## src/rtl/mem_port_arb_pkg.sv

```systemverilog
// Shared types and widths for the single-port memory arbiter.
// Contents: FSM state encoding, owner encoding, counter/data-port widths.
package mem_port_arb_pkg;

    localparam int unsigned CNT_W   = 4;   // wait-cycle counter width
    localparam int unsigned DADDR_W = 8;   // data-stage address width
    localparam int unsigned DDATA_W = 8;   // data-stage data width

    typedef enum logic [1:0] {
        ST_IDLE = 2'd0,
        ST_BUSY = 2'd1,
        ST_DONE = 2'd2
    } state_e;

    typedef enum logic {
        OWN_IF  = 1'b0,
        OWN_MEM = 1'b1
    } owner_e;

endpackage

```

## src/rtl/mem_port_arbiter_grant.sv

```systemverilog
// Grant decision between the fetch and data-stage requesters.
// Default build: fixed priority, data stage wins.
// MEM_PORT_ARB_RR_EN: round-robin on ties, using a last-owner flop that resets
// to OWN_IF so the data stage wins the first tie.
// Ports:
//   clk, rst      clock / synchronous active-high reset (round-robin build only)
//   gnt_en_i      arbiter is able to accept a grant this cycle
//   if_req_i      fetch request
//   mem_req_i     data-stage request
//   gnt_c_o       a grant is issued this cycle (combinational)
//   gnt_own_c_o   owner being granted (combinational)
module arb_grant
    import mem_port_arb_pkg::*;
(
`ifdef MEM_PORT_ARB_RR_EN
    input  logic   clk,
    input  logic   rst,
    input  logic   gnt_en_i,
`endif
    input  logic   if_req_i,
    input  logic   mem_req_i,
    output logic   gnt_c_o,
    output owner_e gnt_own_c_o
);

    assign gnt_c_o = if_req_i | mem_req_i;

`ifdef MEM_PORT_ARB_RR_EN
    owner_e last_own_q;
    owner_e last_own_d;

    // On a tie, hand the port to whoever was not served last.
    always_comb begin
        gnt_own_c_o = OWN_MEM;
        if (if_req_i && mem_req_i) begin
            gnt_own_c_o = (last_own_q == OWN_MEM) ? OWN_IF : OWN_MEM;
        end else if (if_req_i) begin
            gnt_own_c_o = OWN_IF;
        end
    end

    always_comb begin
        last_own_d = last_own_q;
        if (gnt_en_i && gnt_c_o) begin
            last_own_d = gnt_own_c_o;
        end
    end

    always_ff @(posedge clk) begin
        if (rst) begin
            last_own_q <= OWN_IF;
        end else begin
            last_own_q <= last_own_d;
        end
    end
`else
    // Fixed priority: the data stage always wins.
    assign gnt_own_c_o = mem_req_i ? OWN_MEM : OWN_IF;
`endif

endmodule

```

## src/rtl/mem_port_arbiter.sv

```systemverilog
// Shares one external memory port between instruction fetch and the data stage.
// A transaction is IDLE (grant) -> BUSY for WAIT_CYCLES cycles -> DONE (valid
// pulse) -> IDLE. Optional macro MEM_PORT_ARB_RR_EN selects round-robin grant.
// Ports:
//   clk, rst                        clock, synchronous active-high reset
//   if_req/if_addr                  fetch request and address
//   if_valid/if_rdata               fetch completion pulse and instruction
//   mem_req/mem_we/mem_addr/mem_wdata  data-stage request
//   mem_valid/mem_rdata             data completion pulse and read data
//   ext_en/ext_we/ext_addr/ext_wdata/ext_rdata  external memory port
//   stall_if/stall_mem              pipeline stalls (combinational)
module mem_port_arbiter
    import mem_port_arb_pkg::*;
#(
    parameter int unsigned WAIT_CYCLES = 1,
    parameter int unsigned IADDR_W     = 12,
    parameter int unsigned INST_W      = 19
) (
    input  logic               clk,
    input  logic               rst,
    input  logic               if_req,
    input  logic [IADDR_W-1:0] if_addr,
    output logic               if_valid,
    output logic [INST_W-1:0]  if_rdata,
    input  logic               mem_req,
    input  logic               mem_we,
    input  logic [DADDR_W-1:0] mem_addr,
    input  logic [DDATA_W-1:0] mem_wdata,
    output logic               mem_valid,
    output logic [DDATA_W-1:0] mem_rdata,
    output logic               ext_en,
    output logic               ext_we,
    output logic [IADDR_W-1:0] ext_addr,
    output logic [INST_W-1:0]  ext_wdata,
    input  logic [INST_W-1:0]  ext_rdata,
    output logic               stall_if,
    output logic               stall_mem
);

    state_e             state_q,     state_d;
    owner_e             owner_q,     owner_d;
    logic [CNT_W-1:0]   cnt_q,       cnt_d;
    logic               ext_en_q,    ext_en_d;
    logic               ext_we_q,    ext_we_d;
    logic [IADDR_W-1:0] ext_addr_q,  ext_addr_d;
    logic [INST_W-1:0]  ext_wdata_q, ext_wdata_d;
    logic               if_valid_q,  if_valid_d;
    logic               mem_valid_q, mem_valid_d;
    logic [INST_W-1:0]  if_rdata_q,  if_rdata_d;
    logic [DDATA_W-1:0] mem_rdata_q, mem_rdata_d;

    logic   gnt_c;
    owner_e gnt_own_c;

    arb_grant u_arb_grant (
`ifdef MEM_PORT_ARB_RR_EN
        .clk         (clk),
        .rst         (rst),
        .gnt_en_i    (state_q == ST_IDLE),
`endif
        .if_req_i    (if_req),
        .mem_req_i   (mem_req),
        .gnt_c_o     (gnt_c),
        .gnt_own_c_o (gnt_own_c)
    );

    // Next-state and registered-output logic.
    always_comb begin
        state_d     = state_q;
        owner_d     = owner_q;
        cnt_d       = cnt_q;
        ext_en_d    = ext_en_q;
        ext_we_d    = ext_we_q;
        ext_addr_d  = ext_addr_q;
        ext_wdata_d = ext_wdata_q;
        if_valid_d  = 1'b0;
        mem_valid_d = 1'b0;
        if_rdata_d  = if_rdata_q;
        mem_rdata_d = mem_rdata_q;

        case (state_q)
            ST_IDLE: begin
                if (gnt_c) begin
                    owner_d  = gnt_own_c;
                    ext_en_d = 1'b1;
                    cnt_d    = CNT_W'(WAIT_CYCLES - 1);
                    state_d  = ST_BUSY;
                    if (gnt_own_c == OWN_MEM) begin
                        ext_we_d    = mem_we;
                        ext_addr_d  = IADDR_W'(mem_addr);
                        ext_wdata_d = INST_W'(mem_wdata);
                    end else begin
                        // Fetches never write, whatever mem_we is doing.
                        ext_we_d    = 1'b0;
                        ext_addr_d  = if_addr;
                        ext_wdata_d = '0;
                    end
                end
            end
            ST_BUSY: begin
                if (cnt_q == '0) begin
                    // Last access cycle: capture read data and announce completion.
                    ext_en_d = 1'b0;
                    ext_we_d = 1'b0;
                    state_d  = ST_DONE;
                    if (owner_q == OWN_MEM) begin
                        mem_rdata_d = ext_rdata[DDATA_W-1:0];
                        mem_valid_d = 1'b1;
                    end else begin
                        if_rdata_d  = ext_rdata;
                        if_valid_d  = 1'b1;
                    end
                end else begin
                    cnt_d = cnt_q - CNT_W'(1);
                end
            end
            ST_DONE: begin
                state_d = ST_IDLE;
            end
            default: begin
                state_d = ST_IDLE;
            end
        endcase
    end

    always_ff @(posedge clk) begin
        if (rst) begin
            state_q     <= ST_IDLE;
            owner_q     <= OWN_IF;
            cnt_q       <= '0;
            ext_en_q    <= 1'b0;
            ext_we_q    <= 1'b0;
            ext_addr_q  <= '0;
            ext_wdata_q <= '0;
            if_valid_q  <= 1'b0;
            mem_valid_q <= 1'b0;
            if_rdata_q  <= '0;
            mem_rdata_q <= '0;
        end else begin
            state_q     <= state_d;
            owner_q     <= owner_d;
            cnt_q       <= cnt_d;
            ext_en_q    <= ext_en_d;
            ext_we_q    <= ext_we_d;
            ext_addr_q  <= ext_addr_d;
            ext_wdata_q <= ext_wdata_d;
            if_valid_q  <= if_valid_d;
            mem_valid_q <= mem_valid_d;
            if_rdata_q  <= if_rdata_d;
            mem_rdata_q <= mem_rdata_d;
        end
    end

    assign ext_en    = ext_en_q;
    assign ext_we    = ext_we_q;
    assign ext_addr  = ext_addr_q;
    assign ext_wdata = ext_wdata_q;
    assign if_valid  = if_valid_q;
    assign mem_valid = mem_valid_q;
    assign if_rdata  = if_rdata_q;
    assign mem_rdata = mem_rdata_q;

    // Stalls must react in the same cycle as the request, hence combinational.
    assign stall_if  = if_req  & ~if_valid_q;
    assign stall_mem = mem_req & ~mem_valid_q;

endmodule

```

## config.mk

```make
export PLATFORM = sky130hd
export DESIGN_NAME = mem_port_arbiter
export DESIGN_NICKNAME = d
export VERILOG_FILES = /design/src/rtl/mem_port_arb_pkg.sv /design/src/rtl/mem_port_arbiter_grant.sv /design/src/rtl/mem_port_arbiter.sv
export SDC_FILE = /design/constraint.sdc
export NUM_CORES = 1
export LEC_CHECK = 0
export CAP_MARGIN = 0
export CORE_ASPECT_RATIO = 0.7
export CORE_MARGIN = 10
export CORE_UTILIZATION = 44
export DETAILED_ROUTE_END_ITERATION = 16
export PLACE_DENSITY_LB_ADDON = 0.08
export SLEW_MARGIN = 15
export SYNTH_ARGS = -nofsm -noshare
export SYNTH_HDL_FRONTEND = slang
export SYNTH_SLANG_ARGS = --single-unit
```

## constraint.sdc

```tcl
create_clock -name clk -period 3.5 [get_ports clk]
set_input_delay 0.7 -clock clk [delete_from_list [all_inputs] [get_ports clk]]
set_output_delay 0.7 -clock clk [all_outputs]
set_load 0.1 [all_outputs]
```

==> flow_summary.yaml, run 1 <==
outcome:
  status: "completed"
synthesis:
  synthAdderAreaFrac_pct: 1.02
  synth.area.top_cells: "dfxtp_1 47%, mux2i_1 14%, nand2_1 7.4%"
  yosysTopAreaCellShare_pct: 47.4
  ys_seq_area_share_pct: 47.4
  synth_commonest_cells: "58 x dfxtp_1, 48 x nand2_1, 35 x mux2i_1, 16 x a21oi_1, 12 x buf_4"
  async_reset_ff_share_pct: 0
  netlist_instances: 255
  synth-compound-area-share_pct: 12.7
  synth-edff-count: 0
  synth_top_family_by_area: "simple AND/OR/NAND/NOR gates"
  synth_xor_area_share_pct: 0
  ys_warn_count: 0
  yosysTopAreaCell: "dfxtp_1"
  netlist_area_mm2: 0.00245
  yosys_register_bits: 58
  synthMuxAreaShare_pct: 14.3
  synth_area_per_cell_um2: 9.60
  yosysMostFrequentCell: "dfxtp_1"
  synth_top_flop_cell: "dfxtp_1"
  synth_simple_gate_area_share_pct: 16.3
  synth_cell_types: 35
global_routing:
  antenna_found_initial: 0
  grt_overflow: 0
  grt_max_degree: 48
  grt_pass1_wl_um: 10300
  grt_pass1_vias: 2160
  grt_util_all_layers_pct: 14.5
critical_path:
  critPathBufInv: 1
  cp_data_required_time_ns: 2.80
  end_kind: "primary output"
  cp.depth: 1
  path_cells: "clkdlybuf4s50_1"
  ff2ff_path_depth: 5
  worst-setup-path-type: "reg -> out"
  startpoint: "if_rdata[6]"
  cp_top_family: "buffers and inverters"
  slowest_stage: "clkdlybuf4s50_1"
  timing.rr.start: "cnt_q[0]"
  critPathLaunchType: "flip-flop"
  crit_path_max_incr_delay_ns: 1.16
  path_max_fanout: 2
  crit_arrival_ns: 1.83
floorplan:
  die_y_um: 82.4
  dieWidth_um: 109
  row_count: 22
  initial_core_util_pct: 46.1
  ioPinCount: 116
  dieArea_mm2: 0.00899
  core-area_mm2: 0.00531
power_and_ir_drop:
  peakVddDrop_mv: 0.318
  p_leak_nw: 1.46
  power.density_mw_per_mm2: 552
sta:
  fin_skew_ns: 0.0107
  drv_slew: 0
  hold_viol_final: 0
  min_period_over_period_pct: 72.4
  fin_tns_setup_ns: 0
  fin_ws_ns: 0.965
  slew-limit-headroom_pct: 32.2
  min_period_ns: 2.53
  tightest_slew_ns: 1.01
  rsz0062_at_grt: "no"
  fmax_mhz: 395
  setup_viol: 0
clock_network:
  root_buffer: "clkbuf_8"
  cts_tree: "built"
  postCtsHoldBufs: 0
  numCtsBuffers: 9
  clkTransAtPathRegs_ns: 0.06
  clock-sinks: 58
  cts.path.max_buffers: 2
  h-tree-depth: 3
  cts_setup_buffers: 0
  insertion_delay_ns: 0.33
  cts_resized: 0
layout:
  synthToLayoutAreaGrowth_pct: 50.9
  fin_nets: 409
  diodes: 0
  instances_no_fill: 431
  drive_above_1_share_pct: 6.69
placement:
  port_buffers: 104
  placed_cells: 416
  dpl_worst_slack_ns: 0.994
  finalWeightedCongestion: 0.777
  hpwl_um: 4940
worst_hold_path:
  hp-class: "reg -> reg"
  holdPathStages: 2
  hp-start: "if_rdata[13]"
drt:
  firstDrtPassIters: 6
  drtIter0Drc: 53
  wl_um: 6470
  antenna_left: 0
  drc_errors: 0
  vias_per_cell: 4.93
  dr_total_vias: 2124
  wl_per_cell_um: 15.0
run:
  max_cap_viol_count: 0
-- cell families after synthesis --
kind of cell / Yosys count
adders and majority gates: 2
buffers and inverters: 34
DFF: 58
other: 1
muxes: 35
AOI/OAI and AO/OA: 47
and+or+nand+nor: 78
-- worst register-to-register path, stage by stage, from the launching register on --
cell and delay [ns]:
dfxtp_1 0.34, inv_1 0.08, ha_1 0.20, nand4bb_2 0.20
nor3_4 0.71, mux2i_1 0.27
-- registers in the layout, summed over array words and instances (netlist names) --
| signal | cells |
|---|---|
| if_rdata | 19 |
| mem_valid | 1 |
| state_q | 2 |
| mem_rdata | 8 |
| ext_en | 1 |
| ext_addr | 12 |
| if_valid | 1 |
| ext_wdata | 8 |
| owner_q | 1 |
| ext_we | 1 |
| cnt_q | 4 |
-- power breakdown --
part / internal (mW) / switching, mW
combinational: 0.171 / 0.461
clock: 0.437 / 0.243
sequential: 0.704 / 0.0245
total: 1.31 / 0.728
-- layout by cell type, fill, tap and decap left out, types with 2 or more instances in the layout --
cell               n
clkdlybuf4s50_1  101
o21ai_0            7
nor2_1             5
a21oi_1           16
buf_4              6
ha_1               2
or3_1              5
conb_1            11
or4_1              2
bufinv_16          2
clkbuf_8          11
a21boi_1           2
inv_1              5
clkbuf_1           2
dfxtp_1           58
nand4b_1           4
a211oi_1           8
nor2b_1            3
a22o_1             8
o221ai_1           2
mux2i_1           35
or2_1              3
nand2_1           48
-- path summary, 6_finish.rpt --
| path | to | slack, ns |
|---|---|---|
| setup / recovery | if_rdata[6] | 0.97 |
| hold / removal | if_rdata[13] | 0.46 |
| setup reg to reg | if_rdata[11] | 1.62 |
| hold reg to reg | if_rdata[13] | 0.46 |
-- cell type report --
| cell class | instances | area [um^2] |
|---|---|---|
| clock buffers | 13 | 159 |
| clock inverters | 2 | 60.1 |
| fillers | 422 | 1620 |
| inverters | 5 | 18.8 |
| multi-input cells | 173 | 1130 |
| flip-flops and latches | 58 | 1160 |
| well taps | 72 | 90.1 |
| repair buffers | 108 | 1080 |
-- through the flow --
stage               power, mW  utilization (%)  hold WS [ns]  instance area [um^2]
floorplan                1.22                -         0.466                  2480
global placement         1.37             65.4         0.442                  3470
detailed placement       1.38             65.4         0.445                  3470
CTS                      2.05             69.5         0.460                  3690
global route             2.12             69.5         0.478                  3690
finish                   2.04             69.5         0.455                  3690
-- metal layers --
layer | up-vias | share of wire [%] | global-route usage (%)
met1 | 964 | 43 | 17.0
li1 | 1068 | - | -
met2 | 86 | 44 | 21.9
met3 | 6 | 12 | 8.28
met4 | 0 | 0.66 | 4.72
met5 | - | 0 | 0
(Power assumes the default switching activity.)
==> inputs of run 2 (changes only) <==
--- a/config.mk
+++ b/config.mk
@@ -8,7 +8,7 @@
 export CAP_MARGIN = 0
 export CORE_ASPECT_RATIO = 0.7
 export CORE_MARGIN = 10
-export CORE_UTILIZATION = 44
+export CORE_UTILIZATION = 37
 export DETAILED_ROUTE_END_ITERATION = 16
 export PLACE_DENSITY_LB_ADDON = 0.08
 export SLEW_MARGIN = 15
==> constraint.sdc (replaced) <==
create_clock -name clk -period 2.2 [get_ports clk]
set_input_delay 0.44 -clock clk [delete_from_list [all_inputs] [get_ports clk]]
set_output_delay 0.44 -clock clk [all_outputs]
set_load 0.1 [all_outputs]
==> flow_summary.yaml, run 2 (synthesized netlist as in run 1, its figures left out) <==
sta:
  fin_skew_ns: 0.00712
  rsz0062_at_grt: "no"
  hold_viol_final: 0
  fmax_mhz: 509
  fin_tns_setup_ns: 0
  min_period_over_period_pct: 89.3
  setup_viol: 0
  timing.hold.ws_ns: 0.457
  slew-limit-headroom_pct: 62.8
  min_period_ns: 1.96
  drv_slew: 0
  tightest_slew_ns: 0.556
clock_network:
  cts_resized: 0
  cts.path.max_buffers: 2
  clkTransAtPathRegs_ns: 0.06
  numCtsBuffers: 9
  cts_tree: "built"
  clock-sinks: 58
  postCtsHoldBufs: 0
  h-tree-depth: 3
  cts_setup_buffers: 0
  root_buffer: "clkbuf_8"
  insertion_delay_ns: 0.33
critical_path:
  end_kind: "primary output"
  crit_arrival_ns: 1.52
  critPathLaunchType: "input pin"
  cp_data_required_time_ns: 1.76
  worst-setup-path-type: "in -> out"
  path_max_fanout: 9
drt:
  dr_total_vias: 2117
  wl_um: 6770
  drtIter0Drc: 116
  drc_errors: 0
  antenna_left: 0
  firstDrtPassIters: 4
  vias_per_cell: 4.64
  wl_per_cell_um: 14.9
layout:
  diodes: 0
  fin_nets: 414
  fillCellCount: 577
  largest_register_ffs: 19
  final_common_cell: "buf_4"
  fin_area_mm2: 0.00365
  ff_latch_area_mm2: 0.00116
  multi_input_area_mm2: 0.00113
  synthToLayoutAreaGrowth_pct: 49.0
  mostFrequentLayoutCells: "60 x buf_4, 58 x dfxtp_1, 51 x clkdlybuf4s50_1"
  drive_above_1_share_pct: 22.7
outcome:
  status: "completed"
power_and_ir_drop:
  p_leak_nw: 1.58
  peakVddDrop_mv: 0.393
  power.density_mw_per_mm2: 886
  finalPower_mw: 3.23
floorplan:
  die_y_um: 88.0
  initial_core_util_pct: 38.6
  row_count: 24
  dieWidth_um: 117
  ioPinCount: 116
  dieArea_mm2: 0.0103
  core-area_mm2: 0.00634
placement:
  placed_area_mm2: 0.00343
  hpwl_um: 5300
  port_buffers: 104
  finalWeightedCongestion: 0.744
global_routing:
  grt_pass1_vias: 2177
  grt_max_degree: 47
  grt_pass1_wl_um: 11000
  grt_overflow: 0
  antenna_found_initial: 0
  grt_util_all_layers_pct: 13.4
worst_hold_path:
  hp-class: "reg -> reg"
run:
  max_cap_viol_count: 0
[run 2: changes by cell type in the layout (fill, tap and decap cells not counted), sizes merged]
cell	delta
clkdlybuf4s50	-50
clkinv	+2
clkinvlp	+1
buf	+55
clkbuf	-2
[run 2: worst paths after layout]
| path | start | end | slack [ns] | cells after the start |
|---|---|---|---|---|
| worst max-delay path | mem_req | stall_mem | 0.24 | 3 |
| worst min-delay path | if_rdata[13] | if_rdata[13] | 0.46 | 2 |
| worst max register to register | cnt_q[0] | if_rdata[0] | 0.58 | 5 |
| worst min register to register | if_rdata[13] | if_rdata[13] | 0.46 | 2 |
[run 2: critical path: stages]
cell and delay [ns]:
clkdlybuf4s50_1 0.64, nor2b_2 0.25, buf_12 0.19
[run 2: per-stage QoR]
step                util, %  setup WS, ns  instances
detailed placement     54.1         0.140        440
floorplan                 -        0.0817        265
global route           57.5         0.157        456
finish                 57.5         0.236        456
global placement       54.1         0.166        440
CTS                    57.5         0.222        456
[run 2: layout make-up]
class / instances / share of cell area (%)
tap: 91 / 3.12
multi-input combinational: 173 / 31.1
sequential: 58 / 31.8
inverter: 5 / 0.515
clock inverter: 5 / 2.13
timing repair buffer: 113 / 27.5
clock buffer: 11 / 3.88
[run 2: layer usage]
metal | vias up | GRT usage, % | routed length, um
met2 | 60 | 20.0 | 2990
met5 | - | 0 | 0
met1 | 980 | 17.2 | 3230
met3 | 4 | 5.60 | 525
li1 | 1073 | - | -
met4 | 0 | 3.69 | 27
[run 2: where the power goes]
| part | switching (mW) | internal [mW] | total, mW |
|---|---|---|---|
| Sequential | 0.0407 | 1.12 | 1.16 |
| Clock | 0.405 | 0.665 | 1.07 |
| Combinational | 0.737 | 0.261 | 0.998 |
| Total | 1.18 | 2.05 | 3.23 |
==> inputs of run 3 (changes only) <==
--- a/config.mk
+++ b/config.mk
@@ -11,6 +11,7 @@
 export CORE_UTILIZATION = 37
 export DETAILED_ROUTE_END_ITERATION = 16
 export PLACE_DENSITY_LB_ADDON = 0.08
+export REMOVE_ABC_BUFFERS = 1
 export SLEW_MARGIN = 15
 export SYNTH_ARGS = -nofsm -noshare
 export SYNTH_HDL_FRONTEND = slang
==> flow_summary.yaml, run 3 (synthesized netlist as in run 1, its figures left out) <==
outcome:
  status: "completed"
sta:
  fin_tns_setup_ns: 0
  hold_viol_final: 0
  drv_slew: 0
  tightest_slew_ns: 0.593
  rsz0062_at_grt: "no"
  slew-limit-headroom_pct: 60.3
  setup_viol: 0
  fmax_mhz: 507
  min_period_over_period_pct: 89.7
  min_period_ns: 1.97
  fin_skew_ns: 0.00771
clock_network:
  clkTransAtPathRegs_ns: 0.06
  cts_resized: 0
  cts_setup_buffers: 0
  cts_tree: "built"
  clock-sinks: 58
  cts.path.max_buffers: 2
  h-tree-depth: 3
  postCtsHoldBufs: 0
  insertion_delay_ns: 0.33
  root_buffer: "clkbuf_8"
  numCtsBuffers: 9
layout:
  fin_nets: 415
  synthToLayoutAreaGrowth_pct: 47.9
  fin_area_mm2: 0.00362
  fin_util_pct: 57.1
  diodes: 0
  largest_register_ffs: 19
  mostFrequentLayoutCells: "60 x buf_4, 58 x dfxtp_1, 51 x clkdlybuf4s50_1"
  final_common_cell: "buf_4"
  instances_no_fill: 455
  drive_above_1_share_pct: 22.3
power_and_ir_drop:
  peakVddDrop_mv: 0.366
  p_leak_nw: 1.57
  power.density_mw_per_mm2: 841
  finalPower_mw: 3.04
critical_path:
  end_kind: "primary output"
  worst-setup-path-type: "in -> out"
  slowest_stage: "clkdlybuf4s50_1"
  path_cells: "clkdlybuf4s50_1 -> nor2b_1 -> buf_12"
  crit_path_max_incr_delay_ns: 0.55
  path_max_fanout: 4
  cp_top_family: "buffers and inverters"
  cp_data_required_time_ns: 1.76
  critPathBufInv: 2
  crit_arrival_ns: 1.53
  critPathLaunchType: "input pin"
  r2r_slack_ns: 0.58
drt:
  firstDrtPassIters: 4
  drtIter0Drc: 73
  wl_um: 6790
  antenna_left: 0
  drc_errors: 0
  dr_total_vias: 2086
  vias_per_cell: 4.58
  wl_per_cell_um: 14.9
placement:
  hpwl_um: 5180
  port_buffers: 104
  finalWeightedCongestion: 0.741
  placed_area_mm2: 0.00344
  placed_cells: 441
global_routing:
  grt_pass1_wl_um: 10800
  grt_max_degree: 48
  grt_overflow: 0
  antenna_found_initial: 0
  grt_util_all_layers_pct: 13.1
  grt_pass1_vias: 2184
floorplan:
  dieArea_mm2: 0.0103
  initial_core_util_pct: 38.6
  dieWidth_um: 117
  core-area_mm2: 0.00634
  row_count: 24
  die_y_um: 88.0
  ioPinCount: 116
worst_hold_path:
  hp-class: "reg -> reg"
run:
  max_cap_viol_count: 0
-- run 3: cell count changes in the layout (fill, tap and decap cells not counted), sizes merged --
cell,change
buf,+1
clkbuf,+1
bufinv,-2
clkinv,-1
-- run 3: area by class of cell --
cell class,instances,area (um^2)
clock inverter,2,12.5
sequential,58,1160
tap,91,114
fill,580,2720
inverter,5,18.8
timing repair buffer,114,1020
clock buffer,12,165
multi-input combinational,173,1130
-- run 3: metrics by stage --
step	hold WS (ns)	setup WS (ns)
after global routing	0.477	0.148
final	0.457	0.226
after global placement	0.442	0.197
after floorplan	0.460	-0.354
after CTS	0.459	0.233
after detailed placement	0.450	0.172
-- run 3: final timing paths --
check | cells after the start | start | to
setup / recovery | 3 | if_req | stall_if
setup reg to reg | 5 | cnt_q[0] | if_rdata[2]
hold reg to reg | 2 | if_rdata[16] | if_rdata[16]
hold / removal | 2 | if_rdata[16] | if_rdata[16]
-- run 3: where the power goes --
part	total [mW]	leakage [nW]	switching (mW)	internal (mW)
logic	1.00	1.01	0.738	0.264
clock network	0.882	0.0903	0.395	0.486
registers	1.16	0.474	0.0402	1.12
-- run 3: per-layer routing --
metal	vias up	GRT usage, %	share of wire, %	wire length, um
li1	1076	-	-	-
met1	931	16.9	47	3220
met2	73	19.1	42	2820
met3	6	5.94	10	690
met4	0	4.03	0.69	47
met5	-	0	0	0
-- run 3: worst reg2reg max path: cells and delay by family (launching register included) --
kind	cells	cell delay, ns
and+or+nand+nor	2	0.71
adders and majority gates	1	0.21
DFF	1	0.33
muxes	1	0.17
buffers and inverters	1	0.08
==> edit: new RTL, config.mk and constraints of run 3 <==
The parameter `INST_W` goes from 19 to 21.
--- a/src/rtl/mem_port_arbiter.sv
+++ b/src/rtl/mem_port_arbiter.sv
@@ -14,7 +14,7 @@
 #(
     parameter int unsigned WAIT_CYCLES = 1,
     parameter int unsigned IADDR_W     = 12,
-    parameter int unsigned INST_W      = 19
+    parameter int unsigned INST_W      = 21
 ) (
     input  logic               clk,
     input  logic               rst,
Ports: changed (resized ext_rdata, ext_wdata and if_rdata); port bits go from 116 to 122. No check against the original RTL was run, so the function may have changed too.
==> edit against run 3 <==
- synthesized area increased by 3.0%
- clock skew about the same
- first-iteration DRC count increased by 30%
- synthesized cell count increased by 3.9%
- sequential cell count increased by 2
- fmax increased by 3.9%
- via count increased by 9.9%
- sequential share of layout area decreased by 0.13 points
- final area increased by 3.9%
- setup slack improved by 0.075 ns
- total power increased by 12%
- routed wire length increased by 13%
- die area increased by 2.4%
- critical path type unchanged
- critical endpoint is now stall_mem
- largest cell class unchanged
- highest routed layer unchanged
==> edit: results (changes against run 3) <==
metric,value,unit,change
grt_max_degree,31,,-35%
dpl_cell_area,3520,µm²,+2.4%
placed_cells,456,,+3.4%
skew,0.00791,ns,+0.000198 ns
power_switching,1.26,mW,+7.0%
viasPerCell,4.86,,+5.9%
use_met2,21.5,%,+2.4 points
pre_cts_slack,0.207,ns,+0.0344 ns
power,3.41,mW,+12%
synth_cells,265,,+3.9%
max-vdd-ir-drop,0.383,mV,+4.7%
grt_pass1_wl,12100,µm,+12%
synth.distinct_cells,36,,+2.9%
synth.area.top_cells,"dfxtp_1, a21oi_1, mux2i_1",,
hold_class,input port to flip-flop,,
wl_met1,3430,µm,+6.4%
antenna_cells,0,,unchanged
power_leakage,1.53,nW,-2.5%
grt_use_total,14.2,%,+1.1 points
worst_pin_slew,0.670,ns,+0.0769 ns
dr_wl_met2,3460,µm,+23%
worst_ep_arrival_time,1.46,ns,-0.07 ns
fill_cells,635,,+9.5%
final_cells,472,,+3.7%
globalplace.congestion,0.750,,+1.2%
wl_met3,694,µm,+0.58%
drive_above_1_share,24.3,%,+2.1 points
status,"finished, final reports clean",,
power_frac_seq,35.1,%,-3.0 points
largest_register_ffs,21,,+2
grt_pass1_vias,2309,,+5.7%
place_hpwl,5690,µm,+10%
first_iter_violations,95,,+30%
ys_seq_area_share,47.6,%,+0.20 points
comb_power,1.05,mW,+5%
wirelength,7660,µm,+13%
crit_fanout,5,,+1
gr-usage-met3,7.63,%,+1.7 points
yosys-top-cells-count,"dfxtp_1, a21oi_1, o21ai_0",,
port-buffer-count,108,,+3.8%
grt_use_met1,17.2,%,+0.26 points
-- edit: final timing paths --
check	start	to	slack (ns)	cells past startpoint
worst min-delay path	rst	ext_en	0.45	2
worst max register to register	cnt_q[0]	if_rdata[1]	0.51	6
worst min register to register	mem_rdata[0]	mem_rdata[0]	0.46	2
worst max-delay path	mem_req	stall_mem	0.30	3
-- edit: cell type report --
| type | count | area (µm²) | area share, % |
|---|---|---|---|
| multi-input combinational | 178 | 1140 | 30.4 |
| sequential | 60 | 1200 | 31.9 |
| inverter | 6 | 22.5 | 0.599 |
| clock buffer | 13 | 169 | 4.49 |
| timing repair buffer | 118 | 1040 | 27.6 |
| clock inverter | 3 | 67.6 | 1.80 |
| tap | 94 | 118 | 3.13 |
-- edit: logic make-up after synthesis --
kind of cell    after synthesis  synth area share (%)
buf+inv                      39                  8.78
simple gates                 63                  15.4
flops                        60                  47.6
other cells                   1                 0.149
fa+ha+maj                     2                 0.992
mux                          16                  6.35
compound gates               84                  20.6
